==> src/rtl/game_event_gen_if.sv <==
`default_nettype none
// ============================================================================
// Module : game_event_gen_if
// Desc   : Event/position bundle between the event generator and the
//          dinosaur-game processor wrapper.
// Rev    : 1.0 - initial release
// ============================================================================
interface game_event_gen_if;
    logic        button_signal;
    logic        screen_signal;
    logic        collision_signal;
    logic        pause_signal;
    logic [31:0] dino_y;
    logic [31:0] obstacle_x;

    modport master (
        output button_signal,
        output screen_signal,
        output collision_signal,
        output pause_signal,
        input  dino_y,
        input  obstacle_x
    );

    modport slave (
        input  button_signal,
        input  screen_signal,
        input  collision_signal,
        input  pause_signal,
        output dino_y,
        output obstacle_x
    );
endinterface
`default_nettype wire

==> src/rtl/game_event_gen.sv <==
`default_nettype none
// ============================================================================
// Module : game_event_gen
// Desc   : Button sync/debounce, frame tick, frame-aligned jump/pause and
//          sticky collision flags for the dinosaur-game wrapper.
// Rev    : 1.0 - initial release
// ============================================================================
module game_event_gen #(
    parameter int DEBOUNCE_CYCLES = 500000,
    parameter int FRAME_CYCLES    = 833333,
    parameter int DINO_X          = 64,
    parameter int HIT_W           = 24,
    parameter int HIT_H           = 32
) (
    input  wire logic         clock,
    input  wire logic         reset,
    input  wire logic         btn_jump_raw,
    input  wire logic         btn_pause_raw,
    game_event_gen_if.master  ev
);

    localparam int c_dcw = (DEBOUNCE_CYCLES > 1) ? $clog2(DEBOUNCE_CYCLES) : 1;
    localparam int c_fcw = (FRAME_CYCLES > 1) ? $clog2(FRAME_CYCLES) : 1;
    localparam logic [c_dcw-1:0]  c_deb_last   = c_dcw'(DEBOUNCE_CYCLES - 1);
    localparam logic [c_fcw-1:0]  c_frame_last = c_fcw'(FRAME_CYCLES - 1);
    localparam logic signed [32:0] c_dino_x    = 33'(DINO_X);
    localparam logic signed [32:0] c_hit_w     = 33'(HIT_W);
    localparam logic signed [31:0] c_hit_h     = 32'(HIT_H);

    // Bit 0 = jump, bit 1 = pause
    logic [1:0]       w_raw;
    logic [1:0]       r_sync1;
    logic [1:0]       r_sync2;
    logic [1:0]       w_stable;
    logic [1:0]       r_stable_d;
    logic [1:0]       w_press;
    logic [c_fcw-1:0] r_frame;
    logic             w_frame_edge;
    logic             r_screen;
    logic             r_button;
    logic             r_collision;
    logic             r_pause;
    logic             r_jump_pending;
    logic signed [32:0] w_dx;
    logic             w_hit;

    assign w_raw = {btn_pause_raw, btn_jump_raw};

    always_ff @(posedge clock or negedge reset) begin
        if (!reset) begin
            r_sync1    <= 2'b00;
            r_sync2    <= 2'b00;
            r_stable_d <= 2'b00;
        end else begin
            r_sync1    <= w_raw;
            r_sync2    <= r_sync1;
            r_stable_d <= w_stable;
        end
    end

    generate
        for (genvar gi = 0; gi < 2; gi++) begin : g_deb
            logic [c_dcw-1:0] r_cnt;
            logic             r_level;

            // The level only moves after DEBOUNCE_CYCLES consecutive disagreeing samples
            always_ff @(posedge clock or negedge reset) begin
                if (!reset) begin
                    r_cnt   <= '0;
                    r_level <= 1'b0;
                end else if (r_sync2[gi] == r_level) begin
                    r_cnt   <= '0;
                end else if (r_cnt == c_deb_last) begin
                    r_cnt   <= '0;
                    r_level <= ~r_level;
                end else begin
                    r_cnt   <= r_cnt + 1'b1;
                end
            end

            assign w_stable[gi] = r_level;
        end
    endgenerate

    assign w_press      = w_stable & ~r_stable_d;
    assign w_frame_edge = (r_frame == c_frame_last);

    // 33-bit difference so extreme obstacle positions cannot wrap into the window
    assign w_dx  = $signed({ev.obstacle_x[31], ev.obstacle_x}) - c_dino_x;
    assign w_hit = (w_dx > -c_hit_w) && (w_dx < c_hit_w) &&
                   ($signed(ev.dino_y) < c_hit_h);

    always_ff @(posedge clock or negedge reset) begin
        if (!reset) begin
            r_frame <= '0;
            r_screen <= 1'b0;
        end else begin
            r_frame  <= w_frame_edge ? '0 : r_frame + 1'b1;
            r_screen <= w_frame_edge;
        end
    end

    always_ff @(posedge clock or negedge reset) begin
        if (!reset) begin
            r_button       <= 1'b0;
            r_collision    <= 1'b0;
            r_pause        <= 1'b0;
            r_jump_pending <= 1'b0;
        end else begin
            if (w_press[1])
                r_pause <= ~r_pause;

            if (w_frame_edge && !r_pause) begin
                r_button <= r_jump_pending;
                // A pending jump restarts after a crash and masks this frame's hit
                if (r_collision && r_jump_pending)
                    r_collision <= 1'b0;
                else if (w_hit)
                    r_collision <= 1'b1;
                r_jump_pending <= w_press[0];
            end else begin
                if (w_frame_edge)
                    r_button <= 1'b0;
                if (w_press[0])
                    r_jump_pending <= 1'b1;
            end
        end
    end

    assign ev.button_signal    = r_button;
    assign ev.screen_signal    = r_screen;
    assign ev.collision_signal = r_collision;
    assign ev.pause_signal     = r_pause;

endmodule
`default_nettype wire

==> src/flat_wrapper.sv <==
// flat-port wrapper written by rule: the top's interface ports become plain ports
module game_event_gen_flat 
#(
    parameter int DEBOUNCE_CYCLES = 500000,
    parameter int FRAME_CYCLES    = 833333,
    parameter int DINO_X          = 64,
    parameter int HIT_W           = 24,
    parameter int HIT_H           = 32
)
  (clock, reset, btn_jump_raw, btn_pause_raw, ev_button_signal, ev_screen_signal, ev_collision_signal, ev_pause_signal, ev_dino_y, ev_obstacle_x);
  game_event_gen_if ev_i ();
  input  wire logic clock;
  input  wire logic reset;
  input  wire logic btn_jump_raw;
  input  wire logic btn_pause_raw;
  output wire logic [$bits(ev_i.button_signal)-1:0] ev_button_signal;
  output wire logic [$bits(ev_i.screen_signal)-1:0] ev_screen_signal;
  output wire logic [$bits(ev_i.collision_signal)-1:0] ev_collision_signal;
  output wire logic [$bits(ev_i.pause_signal)-1:0] ev_pause_signal;
  input wire logic [$bits(ev_i.dino_y)-1:0] ev_dino_y;
  input wire logic [$bits(ev_i.obstacle_x)-1:0] ev_obstacle_x;
  assign ev_button_signal = ev_i.button_signal;
  assign ev_screen_signal = ev_i.screen_signal;
  assign ev_collision_signal = ev_i.collision_signal;
  assign ev_pause_signal = ev_i.pause_signal;
  assign ev_i.dino_y = ev_dino_y;
  assign ev_i.obstacle_x = ev_obstacle_x;
  game_event_gen #(.DEBOUNCE_CYCLES(DEBOUNCE_CYCLES), .FRAME_CYCLES(FRAME_CYCLES), .DINO_X(DINO_X), .HIT_W(HIT_W), .HIT_H(HIT_H)) u_core (.clock(clock), .reset(reset), .btn_jump_raw(btn_jump_raw), .btn_pause_raw(btn_pause_raw), .ev(ev_i));
endmodule
==> config.mk <==
export PLATFORM = sky130hd
export DESIGN_NAME = game_event_gen_flat
export DESIGN_NICKNAME = d
export VERILOG_FILES = /design/src/rtl/game_event_gen_if.sv /design/src/rtl/game_event_gen.sv /design/src/flat_wrapper.sv
export SDC_FILE = /design/constraint.sdc
export NUM_CORES = 1
export LEC_CHECK = 0
export CORE_AREA = 4 4 142 110
export DETAILED_ROUTE_END_ITERATION = 16
export DIE_AREA = 0 0 146 114
export PLACE_DENSITY = 0.53
export SYNTH_ARGS = -nofsm -noshare
export SYNTH_HDL_FRONTEND = slang
export SYNTH_SLANG_ARGS = --single-unit
==> constraint.sdc <==
create_clock -name clock -period 2.65 [get_ports clock]
set_input_delay 0.53 -clock clock [delete_from_list [all_inputs] [get_ports clock]]
set_output_delay 0.53 -clock clock [all_outputs]
set_load 0.03 [all_outputs]
After elaboration in Yosys (flattened, before gate mapping)
Index checks and enable logic that the tools add are counted.
{ "totals": {"reg_bits": 71, "input_bits": 68, "output_inout_bits": 4, "wordCells": 54} }
{ "op_classes": {"add_sub_neg": 4, "order_cmp": 3, "eq_ne": 5, "mux": 11, "bitwise": 7, "reduce_logical": 11} }
{ "op_table": {"columns": ["operator", "count"], "rows": [
  ["19-bit 2-to-1 mux", 4],
  ["19-bit by 1-bit adder with 19-bit output (second input constant)", 2],
  ["19-bit equality test (second input constant)", 2],
  ["33-bit by 6-bit > comparator with 1-bit output (second input constant)", 1],
  ["33-bit by 6-bit < comparator with 1-bit output (second input constant)", 1],
  ["32-bit by 8-bit subtractor with 33-bit output (second input constant)", 1],
  ["32-bit by 7-bit < comparator with 1-bit output (second input constant)", 1],
  ["20-bit by 1-bit adder with 20-bit output (second input constant)", 1],
  ["20-bit equality test (second input constant)", 1],
  ["20-bit 2-to-1 mux", 1],
  ["1-bit 2-to-1 mux", 6],
  ["2-bit AND reduction", 3],
  ["2-bit nonzero test", 3],
  ["1-bit NOT", 5],
  ["1-bit logical AND", 4],
  ["2-bit AND", 1],
  ["1-bit equality test", 2],
  ["2-bit NOT", 1],
  ["1-bit zero test", 1]
]} }

Depth between registers and ports, before layout
Gate-level depths: netlist of the first run.
{ "logic_depth": {"word_depth": 6, "ltp_mapped": 11} }

Least setup slack after synthesis of the first run
No wires, ideal clock.
{ "synth_timing": {"path_kind": "input port to flip-flop", "start": "in ev_obstacle_x[6]", "end": "reg u_core.r_collision, in the netlist u_core.ev.collision_signal", "setup_time_ns": 0.095, "t_arrival_ns": 2.569, "required_time_ns": 2.555, "slack_ns": -0.014, "cell_stages": 10, "n_path_buf": 2, "cell_sequence": "inv_1 > ha_1 > clkbuf_1 > or4b_1 > clkbuf_1 > nor4_2 > a31oi_1 > a2111oi_4 > nand4_1 > o31ai_1"} }
{ "synth_via": {"elab_chain_cells": 6, "word_cells_on_any_way": 7, "cone_classes": "add/sub (1); order compare (2); reduce/logical (4)"} }
{ "synth_lines": {"columns": ["element", "line", "rtl"], "rows": [
  ["start, declared", "flat_wrapper.sv:21", "input wire logic [$bits(ev_i.obstacle_x)-1:0] ev_obstacle_x;"],
  ["32-bit by 8-bit subtractor with 33-bit output *", "game_event_gen.sv:89", "assign w_dx = $signed({ev.obstacle_x[31], ev.obstacle_x}) - c_dino_x;"],
  ["33-bit by 6-bit > comparator with 1-bit output or 33-bit by 6-bit < comparator with 1-bit output (tied branches)", "game_event_gen.sv:90", "assign w_hit = (w_dx > -c_hit_w) && (w_dx < c_hit_w) &&"],
  ["1-bit logical AND * (2 in a row)", "game_event_gen.sv:90", null],
  ["2-bit nonzero test (no line) *", null, null],
  ["2-bit AND reduction (no line) *", null, null],
  ["end signal, assigned", "game_event_gen.sv:106", "r_collision <= 1'b0;"],
  ["end signal, assigned", "game_event_gen.sv:117", "r_collision <= 1'b0;"],
  ["end signal, assigned", "game_event_gen.sv:119", "r_collision <= 1'b1;"],
  ["end, declared", "game_event_gen.sv:41", "logic r_collision;"]
]} }
Every way passes the cells marked *; elsewhere a longest branch is shown, timed or not.
A chain may end at the register's enable or synchronous reset.

Final worst setup path of the first run
{ "layout_timing": {"start": "reg u_core.r_frame[14]", "end": "reg u_core.r_collision, in the netlist u_core.ev.collision_signal"} }
{ "layout_via": {"elab_chain_cells": 3} }
{ "layout_lines": {"columns": ["element", "line", "rtl"], "rows": [
  ["start, declared", "game_event_gen.sv:37", "logic [c_fcw-1:0] r_frame;"],
  ["start signal, assigned", "game_event_gen.sv:98", "r_frame <= w_frame_edge ? '0 : r_frame + 1'b1;"],
  ["20-bit equality test", "game_event_gen.sv:86", "assign w_frame_edge = (r_frame == c_frame_last);"],
  ["1-bit logical AND", "game_event_gen.sv:113", "if (w_frame_edge && !r_pause) begin"],
  ["2-bit AND reduction (no line)", null, null]
]} }
No other way between the ends.

==> reports/metrics.csv, run 1 <==
stage;metric;value;unit
routing;first_iter_violations;153;
worst_setup_path;r2r_setup_slack;100;ps
clocking;clk_path_buf_depth;2;
routing;wl_per_cell;14.01;µm
sta;finalMaxSlewViolations;0;
global_routing;overflow;0;
placement;place_congestion;0.8419;
worst_setup_path;cp.required;2880;ps
sta;worst_pin_slew;840.3;ps
clocking;path_clk_slew;60;ps
global_routing;first_global_vias;3802;
layout;nFillCells;1418;
placement;portBuffers;66;
synthesis;ys.warnings.count;0;
synthesis;synth_flop_cell;dfrtp_1;
global_routing;antenna_found_initial;0;
synthesis;synth_async_sr_flop_share;100.0;%
synthesis;yosysSeqAreaShare;42.60;%
routing;wl;10790;µm
global_routing;grt_usage;13.26;%
worst_setup_path;cp_max_fo;2;
worst_setup_path;worstPathArrival;2780;ps
power;irDropWorstVdd;0.2736;mV
hold_path;hold_path.class;input pin to asynchronous set/reset pin;
global_routing;grt_pass1_wl;18400;µm
floorplanning;pin_count;72;
layout;final_nets;659;
synthesis;yosys.area.top_type_share;42.60;%
clocking;cts.sinks;71;
sta;fin_crit_sh;96.09;%
routing;vias;3777;
routing;drc;0;
synthesis;ys_seq_elements;71;
power;static-leakage-power;2.572;nW
worst_setup_path;cp-end-kind;flop;
clocking;cts_hold_buf;0;
sta;fmax;0.3927;GHz
clocking;cts_tree;done;
power;power_density;466.3;mW/mm²
synthesis;yosys-top-cells-area;dfrtp_1 43%, xor2_1 6.9%, nor2_1 6.8%, xnor2_1 5.0%, nand3_1 3.2%;
layout;final_common_cell;nor2_1;
synthesis;syn_nets;532;
floorplanning;fp.dieW;146;µm
sta;finClkSkew;8.821;ps
worst_setup_path;rr_startpoint;u_core.r_frame[14]$_DFF_PN0_;
placement;place_ws;-402.2;ps
synthesis;synth_cell_types;62;
worst_setup_path;rr_endpoint;u_core.ev.collision_signal$_DFFE_PN0P_;
worst_setup_path;cp-start-kind;flop;
layout;drive_above_1_share;18.31;%
synthesis;avgSynthCellArea;9.086;µm²
layout;antennaDiodeCount;0;
floorplanning;core;0.01422;mm²
synthesis;synth_edf_count;0;
layout;area_delta_synth_final;42.39;%
floorplanning;initial_utilization;29.33;%
sta;finalSetupViolCount;0;
clocking;clk_latency;330;ps
synthesis;syn_inst;459;
floorplanning;fp.dieArea;0.01664;mm²
sta;fin_tns_setup;0;ps
routing;vias_per_cell;4.905;
clocking;cts_made_buffers;9;
global_routing;grt_max_degree;37;
synthesis;syn_area;0.004170;mm²
worst_setup_path;reg2reg_depth;7;
sta;setup_slack;103.7;ps
power;finalPower;2.769;mW
worst_setup_path;crit_type;flop to flop;
job;max_cap_viol_count;0;
sta;max-slew-margin-rel;43.98;%
synthesis;yosysTopAreaCell;dfrtp_1;
status;outcome;finished, final reports clean;
sta;grt_setup_unrepaired;yes;
clocking;root_buffer;clkbuf_16;
floorplanning;rows;38;
routing;first_pass_iters;4;
layout;final_cell_mix;75 x nor2_1, 71 x dfrtp_1, 58 x buf_4;
sta;finalHoldViolations;0;
routing;antenna_left;0;
floorplanning;fp.dieH;114;µm
sta;fin_crit;2546;ps
clocking;h-tree-depth;3;
placement;place_hpwl;8145;µm
final cells by class:
type	count	area, µm²	area share, %
Clock buffer	10	239.0	4.024
Clock inverter	5	106.4	1.791
Inverter	14	52.55	0.8850
Multi-Input combinational cell	364	2402	40.46
Sequential cell	71	1777	29.92
Tap cell	180	225.2	3.793
Timing Repair Buffer	126	1136	19.13
worst max-delay path by stage:
stage                                        endpoint  cells after the start  slack (ps)                    startpoint
2_1_floorplan  u_core.ev.collision_signal$_DFFE_PN0P_                     10          70              ev_obstacle_x[6]
3_3_place_gp   u_core.ev.collision_signal$_DFFE_PN0P_                     10        -390              ev_obstacle_x[7]
3_5_place_dp   u_core.ev.collision_signal$_DFFE_PN0P_                      8        -400              ev_obstacle_x[7]
4_1_cts        u_core.ev.collision_signal$_DFFE_PN0P_                     10           4             ev_obstacle_x[28]
5_1_grt        u_core.ev.collision_signal$_DFFE_PN0P_                      9         -20              ev_obstacle_x[9]
6_report       u_core.ev.collision_signal$_DFFE_PN0P_                      7         100  u_core.r_frame[14]$_DFF_PN0_
worst max-delay path, cell delays in order, from the launching register on:
cell and delay [ps]:
dfrtp_1 370, or4_1 530, or4b_4 550, nor4_4 200
nand3b_2 150, and4b_1 260, nand4_1 130, o31ai_2 250
per-stage QoR:
stage          hold slack [ps]  cell area (µm²)  cells  util [%]
2_1_floorplan            234.4             4179    459         -
3_3_place_gp             336.6             5420    749     38.13
3_5_place_dp             336.4             5420    749     38.13
4_1_cts                  344.7             5803    764     40.82
5_1_grt                  351.8             5938    770     41.77
6_report                 306.2             5938    770     41.77
where the power goes:
part | internal, mW | total [mW] | switching [mW] | leakage [nW]
Sequential | 1.10 | 1.10 | 0.00818 | 0.963
Clock | 0.941 | 1.39 | 0.450 | 0.165
Combinational | 0.149 | 0.275 | 0.126 | 1.44
Total | 2.19 | 2.77 | 0.584 | 2.57
Yosys cell counts, types with 3 or more instances:
master / count
xnor2_1: 24
nor4b_1: 5
nand3b_1: 6
nand3_1: 27
o2111ai_1: 5
nand4_1: 11
or3_1: 4
nor2_1: 76
and3_1: 18
dfrtp_1: 71
ha_1: 5
nor3_1: 11
nand2_1: 34
a31oi_1: 4
inv_1: 14
or4_1: 6
a21oi_1: 9
nand2b_1: 4
clkbuf_1: 8
nor3b_1: 4
nor4_1: 19
o21ai_0: 11
o21ai_1: 3
xor2_1: 33
layer usage:
layer	vias up	GRT usage [%]	part of all wire [%]
met5	-	0	0
met4	0	3.634	1.0
met3	9	3.018	3.8
met2	69	20.84	45
met1	1798	18.53	50
li1	1901	-	-
state kept, by name, indices dropped and copies added, names as in the netlist:
signal and cells:
u_core.g_deb.r_cnt 38, u_core.r_frame 20, u_core.g_deb.r_level 2, u_core.r_stable_d 2
u_core.r_sync1 2, u_core.r_sync2 2, u_core.ev.button_signal 1, u_core.ev.collision_signal 1
u_core.ev.pause_signal 1, u_core.ev.screen_signal 1, u_core.r_jump_pending 1
kinds of logic (layout without fill, tap and decap cells):
family                     count (synthesis)  after routing  share of synthesized area (%)
DFF                                       71             71                          42.60
muxes                                      5              5                          1.290
xor gates and xnor gates                  57             57                          11.97
and+or+nand+nor                          250            250                          32.43
AOI/OAI and AO/OA                         47             47                          7.861
adders and majority gates                  5              5                          1.500
buffers and inverters                     24            155                          2.340
what timing repair did:
item | in CTS | in global routing
gates resized for setup | 7 | 26
setup buffers | 0 | 6
pin swaps | 0 | 8
endpoints found under the setup margin | 1 | 1
Power figures use the tool's default switching activity.
==> inputs of run 2 (changes only) <==
--- a/config.mk
+++ b/config.mk
@@ -6,8 +6,10 @@
 export NUM_CORES = 1
 export LEC_CHECK = 0
-export CORE_AREA = 4 4 142 110
+export ABC_AREA = 1
+export CORE_AREA = 4 4 150 116
 export DETAILED_ROUTE_END_ITERATION = 16
-export DIE_AREA = 0 0 146 114
+export DIE_AREA = 0 0 154 120
 export PLACE_DENSITY = 0.53
+export SKIP_LAST_GASP = 1
 export SYNTH_ARGS = -nofsm -noshare
 export SYNTH_HDL_FRONTEND = slang
==> constraint.sdc (replaced) <==
create_clock -name clock -period 2.65 [get_ports clock]
set_input_delay 0.3975 -clock clock [delete_from_list [all_inputs] [get_ports clock]]
set_output_delay 0.3975 -clock clock [all_outputs]
set_load 0.03 [all_outputs]
==> run 2 against run 1 <==
Effect of this change: critical endpoint unchanged; via count up 11%; fmax grew 15%; critical path type is now input pin to flop; sequential share of layout area barely moved; first-iteration DRC count up 90%; critical path depth is 10 higher; clock skew down 2.2 ps; global-route usage fell by 0.35 points; clock-buffer cell count increased by 3; register-to-register slack gained 700 ps.
==> reports/metrics.csv, run 2 <==
stage;metric;value;unit
synthesis;yosys.cell_count.top_type;nand2_1;
floorplanning;fp.dieH;120;µm
worst_setup_path;cp.required;2920;ps
clocking;cts.sinks;71;
floorplanning;initial_utilization;29.57;%
layout;final_nets;811;
sta;fin_tns_setup;0;ps
worst_setup_path;reg2reg_depth;10;
sta;finalHoldViolations;0;
synthesis;avgSynthCellArea;7.151;µm²
clocking;post_cts_buffers;0;
sta;max-slew-margin-rel;39.64;%
synthesis;yosys.area.top_type_share;37.88;%
sta;finalMaxSlewViolations;0;
sta;fin_crit_sh;83.66;%
clocking;cts_hold_buf;0;
clocking;path_clk_slew;50;ps
synthesis;ys_seq_elements;71;
floorplanning;rows;40;
sta;fin_crit;2217;ps
layout;largest_reg_flops;38;
power;power_density;425.8;mW/mm²
layout;reg_top3;u_core.g_deb.r_cnt (38), u_core.r_frame (20);
sta;grt_setup_unrepaired;no;
placement;place_hpwl;9023;µm
global_routing;first_global_vias;3949;
worst_setup_path;rr_endpoint;u_core.g_deb[1].r_cnt[18]$_DFF_PN0_;
clocking;cts_tree;done;
synthesis;yosysSeqAreaShare;37.88;%
sta;worst_pin_slew;905.4;ps
hold_path;hold_path.class;input pin to asynchronous set/reset pin;
worst_setup_path;cp_max_fo;5;
clocking;post_cts_resized;0;
worst_setup_path;rr_startpoint;u_core.g_deb[1].r_cnt[0]$_DFF_PN0_;
power;static-leakage-power;2.742;nW
clocking;root_buffer;clkbuf_16;
layout;final_cell_mix;152 x nand2_1, 110 x nor2_1, 96 x inv_1;
synthesis;synth_edf_count;0;
synthesis;yosysTopAreaCell;dfrtp_1;
sta;fmax;0.4510;GHz
global_routing;overflow;0;
synthesis;syn_inst;656;
global_routing;grt_usage;12.91;%
floorplanning;fp.dieArea;0.01848;mm²
power;irDropWorstVdd;0.2880;mV
sta;finalSetupViolCount;0;
global_routing;grt_max_degree;72;
status;outcome;finished, final reports clean;
routing;drc;0;
sta;holdWs;187.4;ps
clocking;h-tree-depth;3;
layout;area_delta_synth_final;26.57;%
sta;finClkSkew;6.667;ps
worst_setup_path;r2r_setup_slack;800;ps
synthesis;syn_nets;729;
routing;vias;4202;
routing;antenna_left;0;
routing;wl_per_cell;11.93;µm
global_routing;grt_pass1_wl;19440;µm
layout;antennaDiodeCount;0;
worst_setup_path;crit_start;ev_obstacle_x[6];
placement;place_congestion;0.8680;
layout;utilization;37.42;%
worst_setup_path;cp-end-kind;flop;
global_routing;antenna_found_initial;0;
worst_setup_path;worstPathArrival;2490;ps
synthesis;yosys-top-cells-count;152 x nand2_1, 110 x nor2_1, 96 x inv_1;
job;max_cap_viol_count;0;
floorplanning;core;0.01587;mm²
synthesis;yosys-top-cells-area;dfrtp_1 38%, nand2_1 12%, nor2_1 8.8%, inv_1 7.7%, xor2_1 3.4%;
placement;portBuffers;66;
layout;top_register;u_core.g_deb.r_cnt;
routing;vias_per_cell;4.419;
synthesis;synth_cell_types;38;
floorplanning;pin_count;72;
layout;drive_above_1_share;9.447;%
routing;first_pass_iters;5;
sta;setup_slack;432.9;ps
floorplanning;fp.dieW;154;µm
layout;final_common_cell;nand2_1;
synthesis;synth_async_sr_flop_share;100.0;%
worst_setup_path;cp-start-kind;input pin;
layout;nFillCells;1654;
routing;wl;11340;µm
synthesis;synth_flop_cell;dfrtp_1;
clocking;clk_latency;330;ps
clocking;clk_path_buf_depth;2;
clocking;cts_made_buffers;9;
placement;place_ws;112.1;ps
synthesis;ys.warnings.count;0;
synthesis;syn_area;0.004691;mm²
worst_setup_path;crit_type;input pin to flop;
power;finalPower;2.528;mW
worst_setup_path;crit_end;u_core.ev.collision_signal$_DFFE_PN0P_;
routing;first_iter_violations;291;
==> run 2: cell count changes in the layout (fill, tap and decap cells not counted), moves of 14 or more <==
cell     change
and3_1      -17
buf_4       -50
inv_1       +82
nand2_1    +118
nor2_1      +35
nor2_2      +14
xnor2_1     -14
xor2_1      -15
==> run 2: kinds of logic after synthesis <==
| kind of cell | share of synthesized area (%) |
|---|---|
| AO/OA/AOI/OAI | 5.655 |
| XOR/XNOR | 5.228 |
| adder cells (fa/ha/maj) | 1.334 |
| buffers and inverters | 8.242 |
| flip-flops | 37.88 |
| multiplexers | 0.4801 |
| AND/OR/NAND/NOR | 41.18 |
==> run 2: where the power goes <==
group	leakage (nW)	internal [mW]	switching (mW)	total, mW
clock network	0.136	0.744	0.415	1.16
registers	0.958	1.10	0.00696	1.10
logic	1.65	0.127	0.139	0.266
==> run 2: worst max-delay path: stages <==
cell and delay, ps:
clkdlybuf4s50_1 480, inv_1 60, ha_1 270, buf_4 170, nand2_1 50, nand2_1 90
nor2_1 150, nand3_1 100, nor2_1 100, nand2_1 60, nor2_1 120, nand2_1 60
nor2_1 110, nand3_1 80, nand2_1 80, nand2_1 50, nand2_1 50
==> run 2: how the worst min path moves through the flow <==
stage                     slack [ps]                             endpoint  cells past startpoint                        start
final                            190          u_core.r_frame[4]$_DFF_PN0_                      1                        reset
after CTS                        250    u_core.ev.screen_signal$_DFF_PN0_                      1                        reset
after global routing             280          u_core.r_frame[5]$_DFF_PN0_                      1                        reset
after floorplan                  100  u_core.ev.button_signal$_DFFE_PN0P_                      0                        reset
after detailed placement         330          u_core.r_sync2[0]$_DFF_PN0_                      0  u_core.r_sync1[0]$_DFF_PN0_
after global placement           330          u_core.r_sync2[0]$_DFF_PN0_                      0  u_core.r_sync1[0]$_DFF_PN0_
==> run 2: final cells by class <==
cell class,count,area (µm²),share of cell area (%)
Clock buffer,13,250.2,4.215
Clock inverter,1,30.03,0.5058
Inverter,101,379.1,6.386
Multi-Input combinational cell,482,2527,42.57
Sequential cell,71,1777,29.93
Tap cell,210,262.8,4.426
Timing Repair Buffer,73,710.7,11.97
==> run 2: per-stage QoR <==
| step | std cells | area, µm² |
|---|---|---|
| after floorplan | 656 | 4691 |
| after global placement | 937 | 5657 |
| after detailed placement | 937 | 5657 |
| after CTS | 951 | 5937 |
| after global routing | 951 | 5937 |
| final | 951 | 5937 |
==> run 2: metal layers <==
metal,wire length [µm],GRT usage [%],part of all wire (%)
met5,0,0,0
met4,83,2.427,0.73
met3,609,3.713,5.4
met2,4490,17.53,40
met1,6159,20.09,54
